**src/rtl/jtag_reg_master_if.sv**
```systemverilog
// rtl/jtag_reg_master_if.sv - request FIFO, register bus and status signals of jtag_reg_master
interface jtag_reg_master_if #(
    parameter int ADDR_WIDTH = 27,
    parameter int DATA_WIDTH = 32
);
    logic                  fifo_empty;
    logic                  fifo_rd_en;
    logic                  bus_rd_wr_L;
    logic [ADDR_WIDTH-1:0] bus_addr;
    logic [DATA_WIDTH-1:0] bus_wr_data;
    logic [DATA_WIDTH-1:0] bus_rd_data;
    logic                  bus_rd_vld;
    logic                  reg_req;
    logic                  reg_rd_wr_L;
    logic [ADDR_WIDTH-1:0] reg_addr;
    logic [DATA_WIDTH-1:0] reg_wr_data;
    logic                  reg_ack;
    logic [DATA_WIDTH-1:0] reg_rd_data;
    logic                  busy;
    logic [7:0]            timeout_count;

    modport master (
        input  fifo_empty, bus_rd_wr_L, bus_addr, bus_wr_data, reg_ack, reg_rd_data,
        output fifo_rd_en, bus_rd_data, bus_rd_vld, reg_req, reg_rd_wr_L, reg_addr,
               reg_wr_data, busy, timeout_count
    );

    modport slave (
        output fifo_empty, bus_rd_wr_L, bus_addr, bus_wr_data, reg_ack, reg_rd_data,
        input  fifo_rd_en, bus_rd_data, bus_rd_vld, reg_req, reg_rd_wr_L, reg_addr,
               reg_wr_data, busy, timeout_count
    );
endinterface

```
**src/rtl/jtag_reg_master.sv**
```systemverilog
// rtl/jtag_reg_master.sv - pops JTAG register requests and runs them on the core register bus
module jtag_reg_master #(
    parameter int                             CPCI_NF2_ADDR_WIDTH = 27,
    parameter int                             CPCI_NF2_DATA_WIDTH = 32,
    parameter int                             TIMEOUT_CYCLES      = 255,
    parameter logic [CPCI_NF2_DATA_WIDTH-1:0] TIMEOUT_DATA        = 32'hDEAD_0000
) (
    input  logic               core_clk,
    input  logic               reset_n,
    jtag_reg_master_if.master  bus
);
    localparam int AW = CPCI_NF2_ADDR_WIDTH;
    localparam int DW = CPCI_NF2_DATA_WIDTH;
    localparam logic [15:0] TIMEOUT_LAST = 16'(TIMEOUT_CYCLES - 1);

    typedef enum logic [1:0] {S_IDLE, S_REQ, S_WAIT, S_DONE} state_t;

    state_t          state_q, state_d;
    logic            reg_req_q, reg_req_d;
    logic            fifo_rd_en_q, fifo_rd_en_d;
    logic            reg_rd_wr_L_q, reg_rd_wr_L_d;
    logic [AW-1:0]   reg_addr_q, reg_addr_d;
    logic [DW-1:0]   reg_wr_data_q, reg_wr_data_d;
    logic [DW-1:0]   bus_rd_data_q, bus_rd_data_d;
    logic            bus_rd_vld_q, bus_rd_vld_d;
    logic [15:0]     wait_cnt_q, wait_cnt_d;
    logic [7:0]      timeout_count_q, timeout_count_d;

    always_ff @(posedge core_clk or negedge reset_n) begin
        if (!reset_n) begin
            state_q         <= S_IDLE;
            reg_req_q       <= 1'b0;
            fifo_rd_en_q    <= 1'b0;
            reg_rd_wr_L_q   <= 1'b1;
            reg_addr_q      <= '0;
            reg_wr_data_q   <= '0;
            bus_rd_data_q   <= '0;
            bus_rd_vld_q    <= 1'b0;
            wait_cnt_q      <= '0;
            timeout_count_q <= '0;
        end else begin
            state_q         <= state_d;
            reg_req_q       <= reg_req_d;
            fifo_rd_en_q    <= fifo_rd_en_d;
            reg_rd_wr_L_q   <= reg_rd_wr_L_d;
            reg_addr_q      <= reg_addr_d;
            reg_wr_data_q   <= reg_wr_data_d;
            bus_rd_data_q   <= bus_rd_data_d;
            bus_rd_vld_q    <= bus_rd_vld_d;
            wait_cnt_q      <= wait_cnt_d;
            timeout_count_q <= timeout_count_d;
        end
    end

    always_comb begin
        state_d         = state_q;
        reg_req_d       = reg_req_q;
        fifo_rd_en_d    = 1'b0;
        reg_rd_wr_L_d   = reg_rd_wr_L_q;
        reg_addr_d      = reg_addr_q;
        reg_wr_data_d   = reg_wr_data_q;
        bus_rd_data_d   = bus_rd_data_q;
        bus_rd_vld_d    = 1'b0;
        wait_cnt_d      = wait_cnt_q;
        timeout_count_d = timeout_count_q;

        case (state_q)
            S_IDLE: begin
                wait_cnt_d = '0;
                if (!bus.fifo_empty) begin
                    reg_rd_wr_L_d = bus.bus_rd_wr_L;
                    reg_addr_d    = bus.bus_addr;
                    reg_wr_data_d = bus.bus_wr_data;
                    reg_req_d     = 1'b1;
                    fifo_rd_en_d  = 1'b1;
                    state_d       = S_REQ;
                end
            end
            S_REQ, S_WAIT: begin
                // Ack is tested before the timeout so a last-cycle ack still returns real data.
                if (bus.reg_ack) begin
                    reg_req_d = 1'b0;
                    if (reg_rd_wr_L_q) begin
                        bus_rd_data_d = bus.reg_rd_data;
                        bus_rd_vld_d  = 1'b1;
                    end
                    state_d = S_DONE;
                end else if (wait_cnt_q == TIMEOUT_LAST) begin
                    reg_req_d = 1'b0;
                    if (timeout_count_q != 8'hFF) begin
                        timeout_count_d = timeout_count_q + 8'd1;
                    end
                    if (reg_rd_wr_L_q) begin
                        bus_rd_data_d = TIMEOUT_DATA;
                        bus_rd_vld_d  = 1'b1;
                    end
                    state_d = S_DONE;
                end else begin
                    wait_cnt_d = wait_cnt_q + 16'd1;
                    state_d    = S_WAIT;
                end
            end
            // One settle cycle lets the show-ahead FIFO head update after the pop.
            S_DONE:  state_d = S_IDLE;
            default: state_d = S_IDLE;
        endcase
    end

    assign bus.fifo_rd_en    = fifo_rd_en_q;
    assign bus.reg_req       = reg_req_q;
    assign bus.reg_rd_wr_L   = reg_rd_wr_L_q;
    assign bus.reg_addr      = reg_addr_q;
    assign bus.reg_wr_data   = reg_wr_data_q;
    assign bus.bus_rd_data   = bus_rd_data_q;
    assign bus.bus_rd_vld    = bus_rd_vld_q;
    assign bus.busy          = (state_q != S_IDLE);
    assign bus.timeout_count = timeout_count_q;
endmodule

```
**src/flat_wrapper.sv**
```systemverilog
// flat-port wrapper written by rule: the top's interface ports become plain ports
module jtag_reg_master_flat 
#(
    parameter int                             CPCI_NF2_ADDR_WIDTH = 27,
    parameter int                             CPCI_NF2_DATA_WIDTH = 32,
    parameter int                             TIMEOUT_CYCLES      = 255,
    parameter logic [CPCI_NF2_DATA_WIDTH-1:0] TIMEOUT_DATA        = 32'hDEAD_0000
)
  (core_clk, reset_n, bus_fifo_empty, bus_bus_rd_wr_L, bus_bus_addr, bus_bus_wr_data, bus_reg_ack, bus_reg_rd_data, bus_fifo_rd_en, bus_bus_rd_data, bus_bus_rd_vld, bus_reg_req, bus_reg_rd_wr_L, bus_reg_addr, bus_reg_wr_data, bus_busy, bus_timeout_count);
  jtag_reg_master_if #(.ADDR_WIDTH((27)), .DATA_WIDTH((32))) bus_i ();
  input  logic core_clk;
  input  logic reset_n;
  input wire logic [$bits(bus_i.fifo_empty)-1:0] bus_fifo_empty;
  input wire logic [$bits(bus_i.bus_rd_wr_L)-1:0] bus_bus_rd_wr_L;
  input wire logic [$bits(bus_i.bus_addr)-1:0] bus_bus_addr;
  input wire logic [$bits(bus_i.bus_wr_data)-1:0] bus_bus_wr_data;
  input wire logic [$bits(bus_i.reg_ack)-1:0] bus_reg_ack;
  input wire logic [$bits(bus_i.reg_rd_data)-1:0] bus_reg_rd_data;
  output wire logic [$bits(bus_i.fifo_rd_en)-1:0] bus_fifo_rd_en;
  output wire logic [$bits(bus_i.bus_rd_data)-1:0] bus_bus_rd_data;
  output wire logic [$bits(bus_i.bus_rd_vld)-1:0] bus_bus_rd_vld;
  output wire logic [$bits(bus_i.reg_req)-1:0] bus_reg_req;
  output wire logic [$bits(bus_i.reg_rd_wr_L)-1:0] bus_reg_rd_wr_L;
  output wire logic [$bits(bus_i.reg_addr)-1:0] bus_reg_addr;
  output wire logic [$bits(bus_i.reg_wr_data)-1:0] bus_reg_wr_data;
  output wire logic [$bits(bus_i.busy)-1:0] bus_busy;
  output wire logic [$bits(bus_i.timeout_count)-1:0] bus_timeout_count;
  assign bus_i.fifo_empty = bus_fifo_empty;
  assign bus_i.bus_rd_wr_L = bus_bus_rd_wr_L;
  assign bus_i.bus_addr = bus_bus_addr;
  assign bus_i.bus_wr_data = bus_bus_wr_data;
  assign bus_i.reg_ack = bus_reg_ack;
  assign bus_i.reg_rd_data = bus_reg_rd_data;
  assign bus_fifo_rd_en = bus_i.fifo_rd_en;
  assign bus_bus_rd_data = bus_i.bus_rd_data;
  assign bus_bus_rd_vld = bus_i.bus_rd_vld;
  assign bus_reg_req = bus_i.reg_req;
  assign bus_reg_rd_wr_L = bus_i.reg_rd_wr_L;
  assign bus_reg_addr = bus_i.reg_addr;
  assign bus_reg_wr_data = bus_i.reg_wr_data;
  assign bus_busy = bus_i.busy;
  assign bus_timeout_count = bus_i.timeout_count;
  jtag_reg_master #(.CPCI_NF2_ADDR_WIDTH(CPCI_NF2_ADDR_WIDTH), .CPCI_NF2_DATA_WIDTH(CPCI_NF2_DATA_WIDTH), .TIMEOUT_CYCLES(TIMEOUT_CYCLES), .TIMEOUT_DATA(TIMEOUT_DATA)) u_core (.core_clk(core_clk), .reset_n(reset_n), .bus(bus_i));
endmodule
```
**config.mk**
```make
export PLATFORM = sky130hd
export DESIGN_NAME = jtag_reg_master_flat
export DESIGN_NICKNAME = d
export VERILOG_FILES = /design/src/rtl/jtag_reg_master_if.sv /design/src/rtl/jtag_reg_master.sv /design/src/flat_wrapper.sv
export SDC_FILE = /design/constraint.sdc
export NUM_CORES = 1
export LEC_CHECK = 0
export CAP_MARGIN = 20
export CORE_MARGIN = 1.5
export CORE_UTILIZATION = 39
export DETAILED_ROUTE_END_ITERATION = 7
export GPL_TIMING_DRIVEN = 0
export PLACE_DENSITY = 0.79
export SYNTH_ARGS = -nofsm -noshare
export SYNTH_HDL_FRONTEND = slang
export SYNTH_SLANG_ARGS = --single-unit
```
**constraint.sdc**
```tcl
create_clock -name core_clk -period 1.92 [get_ports core_clk]
set_input_delay 0.288 -clock core_clk [delete_from_list [all_inputs] [get_ports core_clk]]
set_output_delay 0.288 -clock core_clk [all_outputs]
set_load 0.03 [all_outputs]
```
---- Word-level counts from Yosys, hierarchy flattened ----
Index checks and enable logic that the tools add are counted.
storage, ports and cells
  flip-flop bits (word level) ............. 121
  input bits .............................. 96
  output and inout port bits .............. 104
  word-level logic and storage cells ...... 54
operators by class
  $add $sub $neg .......................... 2
  eq/ne operators ......................... 9
  mux-type cells .......................... 21
  bitwise logic cells ..................... 2
  reductions and logical operators ........ 10
operators by type and width
  operator                 count
  $mux W32                 4
  $mux W16                 2
  $pmux W16 S2             1
  $add A16 B1 Y16 const B  1
  $eq A16 B8 Y1 const B    1
  $mux W1                  10
  $reduce_and A3 Y1        3
  $add A8 B1 Y8 const B    1
  $ne A8 B8 Y1 const B     1
  $ne A2 B2 Y1 const B     3
  $pmux W2 S3              1
  $reduce_bool A2 Y1       3
  $eq A2 B2 Y1 const B     2
  $mux W2                  2
  $reduce_and A4 Y1        1
  $ne A3 B2 Y1 const B     1
  $eq A2 B1 Y1 const B     1
  $logic_not A2 Y1         1
  $not A1 Y1               2
  $pmux W1 S2              1
  $reduce_and A2 Y1        1
  $reduce_or A2 Y1         1

---- Longest topological paths before layout ----
Gate-level depths: netlist (run 1).
  depth in word-level cells ............... 4
  depth in mapped cells ................... 9
  mapped depth without buffers ............ 8

---- Worst setup path before layout (run 1) ----
OpenSTA, ideal clock, no wires.
  kind .................................... flip-flop to flip-flop
  start ................................... register u_core.state_q[0]
  end ..................................... register u_core.reg_addr_q[0] (netlist: u_core.bus.reg_addr[0])
  library setup time ...................... 125 ps
  arrival ................................. 1848 ps
  required time ........................... 1795 ps
  slack ................................... -53 ps
  cell stages (with the launch flop) ...... 7
  path buffers ............................ 1
  period minus slack after synthesis ...... 1973 ps
  cell sequence ........................... dfrtp_1 > inv_1 > ha_1 > inv_1 > nor2_1 > clkbuf_1 > mux2_2
on the way
  word-level cells in the longest chain between the ends .. 2
ends and longest elaborated chain
  item                                line                   RTL
  start: declaration                  jtag_reg_master.sv:18  state_t state_q, state_d;
  start signal: assignment            jtag_reg_master.sv:42  state_q <= state_d;
  $logic_not A2 Y1                    jtag_reg_master.sv:67  case (state_q)
  $reduce_and A2 Y1 (no source line)  --
  end signal: assignment              jtag_reg_master.sv:46  reg_addr_q <= reg_addr_d;
  end: declaration                    jtag_reg_master.sv:22  logic [AW-1:0] reg_addr_q, reg_addr_d;
Every way passes these cells.
A chain may end at the register's enable or synchronous reset.

---- Worst setup path after layout (run 1) ----
  start ................................... register u_core.wait_cnt_q[11]
  end ..................................... register u_core.bus_rd_data_q[20] (netlist: u_core.bus.bus_rd_data[20])
on the way
  word-level cells in the longest chain between the ends .. 3
ends and longest elaborated chain
  item                                 line                   RTL
  start: declaration                   jtag_reg_master.sv:26  logic [15:0] wait_cnt_q, wait_cnt_d;
  start signal: assignment             jtag_reg_master.sv:50  wait_cnt_q <= wait_cnt_d;
  $eq A16 B8 Y1                        jtag_reg_master.sv:88  end else if (wait_cnt_q == TIMEOUT_LAST) begin
  $reduce_bool A2 Y1 (no source line)  --
  $reduce_and A3 Y1 (no source line)   --
  end signal: assignment               jtag_reg_master.sv:48  bus_rd_data_q <= bus_rd_data_d;
  end: declaration                     jtag_reg_master.sv:24  logic [DW-1:0] bus_rd_data_q, bus_rd_data_d;
Every way passes these cells.

==> run metrics, run 1 <==
status complete, but fails checks; failing checks setup timing; Via-to-Cell Ratio 4.95; worst setup slack after layout -10.2 ps; Final Util 66.4%; CTS root buf clkbuf_16; clock sink count 121; IO Pins 200; first-pass GRT wire length 19.9 mm; Die X-Extent 115 um; Initial DRC Count 240; placed insts 716; vias in the first global route 3910; crit-path cells nor4b_4 -> nand4_4 -> a21boi_4 -> nand2_4 -> buf_8 -> a22o_1; Overflow after GRT 0; CP max FO 10; Achievable Freq 0.518 GHz; crit path time final 1930 ps; Cell Pwr Density 1830 mW/mm^2; Distinct cells, synth 39; yosys warns 0; Hold WC Path Type in -> async; cell row count 40; GP Congestion 0.879; die footprint 0.0132 mm^2; Residual DRC 0; Relative slew margins 68.5%; CP endpoint u_core.bus.bus_rd_data[20]; wire per inst 17.2 um; Reg2Reg Setup Slack -10 ps; post-synthesis instance area 0.00487 mm^2; Critical Path RT 2220 ps; placed cell area 0.00711 mm^2; worst clock skew 4.56 ps; Tcrit/Tclk final 101%; ys flop type dfrtp_1; later-pin clock latency in the skew report 410 ps; RSZ-0062 raised after global routing yes; element type at the critical path end register; hpwl dp 9.39 mm; r2r startpoint u_core.wait_cnt_q[11]; drt pass-1 iters 4; largest net degree at the start of global routing 92; H-Tree Level Count 4; R2R cell count 6; Overall Global Routing Usage 20.0%; vias 3797; Mapped Nets 450; DIE HEIGHT 115 um; Leak 3.40 nW; fin nets 687; Worst path max stage delay 440 ps; ANT nets after route 0; Peak VDD IR 1.20 mV; #FFs+latches synth 121; WS Path Type reg -> reg; Hold Violations, Final 0; Crit-path slowest cell dfrtp_2; Routed WL 13.2 mm; synthesis-to-finish area growth 65.1%; pin slew with the least headroom to its limit 472 ps; CTS Buf Count 17; CP Launch Type register; Non-Filler Instances 767; antenna violations before repair 1; Max Cap Viol 0; Post-Layout Inst Area 0.00805 mm^2; Initial Util 40.2%; Max Slew Vio Count 0; hold slack 312 ps; Arrival @ worst endpoint 2230 ps; Final Setup Violations 9; Gate Count Post-Synth 348; Clock Path Buffers 2; CTS tree built; Reg2Reg Capture Point u_core.bus.bus_rd_data[20]; Avg Cell Area, Syn 14.0 um^2; Fin Setup TNS -27.7 ps; crit path launch u_core.wait_cnt_q[11]; asr flop ratio synth 100%; core area 0.0121 mm^2; post-synthesis sequential area ratio 62.1%; CTS clock-pin slew for the worst setup and hold paths 50 ps; PortBufs 199; number of synthesized flops with an enable pin 0; layout cell share with drive strength beyond 1 24.7%
==> flip-flops by register name (all words and copies together), names as in the netlist <==
name / flops
u_core.state_q: 2
u_core.bus.timeout_count: 8
u_core.wait_cnt_q: 16
u_core.bus.reg_req: 1
u_core.bus.fifo_rd_en: 1
u_core.bus.reg_rd_wr_L: 1
u_core.bus.bus_rd_vld: 1
u_core.bus.reg_wr_data: 32
u_core.bus.reg_addr: 27
u_core.bus.bus_rd_data: 32
==> cell families (layout without fill, tap and decap cells) <==
logic type	Yosys count	count (layout)	share of synthesized area, %
AOI/OAI and AO/OA	63	63	9.24
xor gates and xnor gates	7	7	1.26
adders and majority gates	6	6	1.54
buffers and inverters	24	274	2.05
DFF	121	121	62.1
muxes	72	72	16.4
other	0	1	0
and+or+nand+nor	55	55	7.42
==> worst max-delay path, delay by kind of cell, from the launching register on <==
kind | cells | cell delay (ps)
and+or+nand+nor | 3 | 730
DFF | 1 | 440
AOI/OAI and AO/OA | 2 | 480
buffers and inverters | 1 | 170
==> layout by cell type (no fill, tap or decap), types with 8 or more instances in the layout <==
master	instances
dfrtp_1	117
o22a_1	11
clkdlybuf4s50_1	196
nand2_1	10
a22o_1	21
mux2_2	60
buf_4	19
nand4_1	10
nand3_1	8
mux2i_1	11
a21oi_1	17
buf_6	8
clkbuf_16	17
==> cell usage after synthesis, types with 2 or more instances <==
cell,number,share of area (%)
a21oi_1,19,2.0
a22o_1,21,3.8
and3_1,6,0.77
buf_2,5,0.51
clkbuf_1,10,0.77
dfrtp_1,120,62
ha_1,6,1.5
inv_1,8,0.62
mux2_2,61,14
mux2i_1,11,2.3
nand2_1,11,0.85
nand3_1,8,0.82
nand4_1,10,1.3
nand4_2,2,0.51
nor2_1,4,0.31
nor3_1,2,0.21
o21ai_0,7,0.72
o22a_1,11,2.0
xnor2_1,6,1.1
==> worst min-delay path by stage <==
stage	from	endpoint	depth (start not counted)
detailed placement	reset_n	u_core.bus.reg_addr[21]	1
global placement	u_core.bus.reg_wr_data[20]	u_core.bus.reg_wr_data[20]	1
CTS	reset_n	u_core.bus.reg_addr[21]	2
global route	reset_n	u_core.bus.reg_addr[21]	2
finish	reset_n	u_core.bus.reg_addr[21]	2
floorplan	reset_n	u_core.bus.bus_rd_data[0]	0
==> cell type report <==
class | instances | area [um^2]
buffer | 16 | 133
sequential | 121 | 3030
antenna | 1 | 2.50
timing repair buffer | 218 | 2160
inverter | 8 | 30.0
clock inverter | 12 | 174
tap | 168 | 210
fill | 928 | 4070
multi-input combinational | 203 | 1860
clock buffer | 20 | 447
==> per-stage QoR <==
step | total power (W) | setup slack [ps]
after floorplan | 0.00815 | -53.1
after global placement | 0.0109 | -3970
after detailed placement | 0.0111 | -531
after CTS | 0.0146 | -7.81
after global routing | 0.0155 | -99.4
final | 0.0147 | -10.2
==> repair_timing <==
item | CTS | global route
hold buffers | 1 | 0
hold endpoints to repair | 29 | 0
cloned | 0 | 1
gates resized for setup | 26 | 41
setup buffers | 7 | 9
endpoints found under the setup margin | 109 | 107
pin swaps | 4 | 22
==> where the power goes <==
group | internal (W) | switching, W | total [W] | leakage, nW
clock network | 0.00220 | 0.00112 | 0.00332 | 0.292
logic | 0.00337 | 0.00384 | 0.00721 | 1.63
registers | 0.00363 | 0.000587 | 0.00422 | 1.48
total | 0.00920 | 0.00554 | 0.0147 | 3.40
==> metal layers <==
layer / up-vias / wire, um / GRT usage, %
met5: - / 0 / 0
met4: 0 / 323 / 9.38
met3: 24 / 1230 / 8.38
met2: 154 / 6680 / 33.2
met1: 1865 / 4990 / 22.5
li1: 1754 / - / -
Note: power is estimated with default switching activity, not from simulation.
==> run 2: changes to the inputs <==
--- a/config.mk
+++ b/config.mk
@@ -10,6 +10,7 @@
 export CORE_UTILIZATION = 39
 export DETAILED_ROUTE_END_ITERATION = 7
 export GPL_TIMING_DRIVEN = 0
+export MAX_ROUTING_LAYER = met4
 export PLACE_DENSITY = 0.79
 export SYNTH_ARGS = -nofsm -noshare
 export SYNTH_HDL_FRONTEND = slang
==> run 2 against run 1 <==
  * The run still ends with setup timing left
  * Sequential share of layout area is the same
  * Critical path depth is the same
  * First-iteration DRC count grew 0.42%
  * Cell area is the same
  * Fmax shrank 0.16%
  * Final cell count is the same
  * Sequential power is essentially flat
  * Clock skew is essentially flat
  * Critical path type unchanged
==> run metrics, run 2 (synthesis results as in run 1) <==
Cell Pwr Density 1830 mW/mm^2; first-pass GRT wire length 19.8 mm; H-Tree Level Count 4; Hold WC Path Type in -> async; Hold Violations, Final 0; hpwl dp 9.39 mm; vias 3775; Initial DRC Count 241; Post-Layout Inst Area 0.00805 mm^2; flip-flop and latch area 0.00303 mm^2; CP Launch Type register; die footprint 0.0132 mm^2; Final Setup Violations 6; worst setup slack after layout -13.3 ps; Max Slew Vio Count 0; Crit path max-delay family simple AND/OR/NAND/NOR gates; GP Congestion 0.894; Overall Global Routing Usage 20.6%; switching share of power 37.6%; clock power share 22.5%; Non-Filler Instances 767; Residual DRC 0; failing checks setup timing; Critical Path RT 2250 ps; later-pin clock latency in the skew report 410 ps; worst clock skew 4.92 ps; commonest non-fill, non-tap cells in the layout 196 x clkdlybuf4s50_1, 117 x dfrtp_1, 60 x mux2_2; placed insts 716; vias in the first global route 3926; Logic pwr share 48.9%; Pint 0.00920 W; PortBufs 199; hold slack 313 ps; Critical Path Stages 6; CTS clock-pin slew for the worst setup and hold paths 50 ps; CTS root buf clkbuf_16; Overflow after GRT 0; DIE HEIGHT 115 um; RSZ-0062 raised after global routing yes; Leak 3.40 nW; fin nets 687; clock sink count 121; Arrival @ worst endpoint 2260 ps; synthesis-to-finish area growth 65.1%; commonest non-fill, non-tap cell in the layout clkdlybuf4s50_1; Relative slew margins 69.5%; CP max FO 10; crit-path cells nor4b_4 -> nand4_2 -> clkbuf_1 -> nor3_1 -> o211ai_1 -> o21ai_0; antenna violations before repair 1; Via-to-Cell Ratio 4.92; Worst path max stage delay 440 ps; drt pass-1 iters 4; Clock Path Buffers 2; IO Pins 200; area of the multi-input gates 0.00186 mm^2; Max Cap Viol 0; Routed WL 13.2 mm; CTS Buf Count 17; crit path time final 1930 ps; layout cell share with drive strength beyond 1 24.7%; R2R cell count 6; Crit-path slowest cell dfrtp_2; ANT nets after route 0; placed cell area 0.00711 mm^2; pin slew with the least headroom to its limit 457 ps; Tcrit/Tclk final 101%; CTS tree built; Die X-Extent 115 um; WS Path Type reg -> reg; CP bufs+invs 1; cell row count 40; wire per inst 17.2 um; fill count 928; element type at the critical path end register; Achievable Freq 0.517 GHz; largest net degree at the start of global routing 92; Initial Util 40.2%; Reg power frac 28.6%; core area 0.0121 mm^2; sw power 0.00554 W; Peak VDD IR 1.20 mV; status complete, but fails checks; Tot Pwr 0.0147 W
run 2: power by group through the flow:
stage	sequential (W)	combinational (W)	clock, W
floorplan	0.00617	0.00197	0
finish	0.00422	0.00721	0.00331
global route	0.00435	0.00761	0.00349
detailed placement	0.00426	0.00679	0
global placement	0.00420	0.00668	0
CTS	0.00422	0.00698	0.00338
run 2: final timing paths:
path	start	to	slack, ps
hold / removal	reset_n	u_core.bus.reg_addr[21]	310
setup reg to reg	u_core.wait_cnt_q[11]	u_core.wait_cnt_q[3]	-10
hold reg to reg	u_core.bus.bus_rd_data[27]	u_core.bus.bus_rd_data[27]	500
setup / recovery	u_core.wait_cnt_q[11]	u_core.wait_cnt_q[3]	-10
min in group core_clk	bus_reg_rd_data[27]	u_core.bus.bus_rd_data[27]	460
max in group asynchronous	reset_n	u_core.wait_cnt_q[12]	870
run 2: worst register-to-register path: stages (launching register included):
cell	delay [ps]
dfrtp_2	440
nor4b_4	400
nand4_2	210
clkbuf_1	260
nor3_1	290
o211ai_1	160
o21ai_0	90
run 2: layout make-up:
| class | instances | area share (%) |
|---|---|---|
| Clock buffer | 20 | 5.55 |
| Inverter | 8 | 0.373 |
| Antenna cell | 1 | 0.0311 |
| Tap cell | 168 | 2.61 |
| Multi-Input combinational cell | 203 | 23.1 |
| Sequential cell | 121 | 37.7 |
| Clock inverter | 12 | 2.16 |
| Buffer | 16 | 1.65 |
| Timing Repair Buffer | 218 | 26.9 |
run 2: what timing repair did:
item,in CTS,in global routing
hold buffers,1,0
gates resized for setup,26,41
gates cloned,0,1
setup endpoints to repair,109,107
buffers inserted,7,9
pin swaps,4,22
endpoints found under the hold margin,29,0
run 2: stage by stage:
step / TNS [ps] / setup slack [ps] / utilization [%]
floorplan: -2080 / -53.1 / -
global placement: -508620 / -3970 / 58.4
detailed placement: -33180 / -531 / 58.7
CTS: -7.81 / -7.81 / 64.9
global route: -2410 / -99.4 / 66.4
finish: -36.5 / -13.3 / 66.4
run 2: metal layers:
layer  track usage (%)  vias up  wire [um]
met5                 -        -          0
met1              23.7     1855       5210
met3              6.59       24        966
li1                  -     1753          -
met4              9.38        0        322
met2              33.1      143       6700
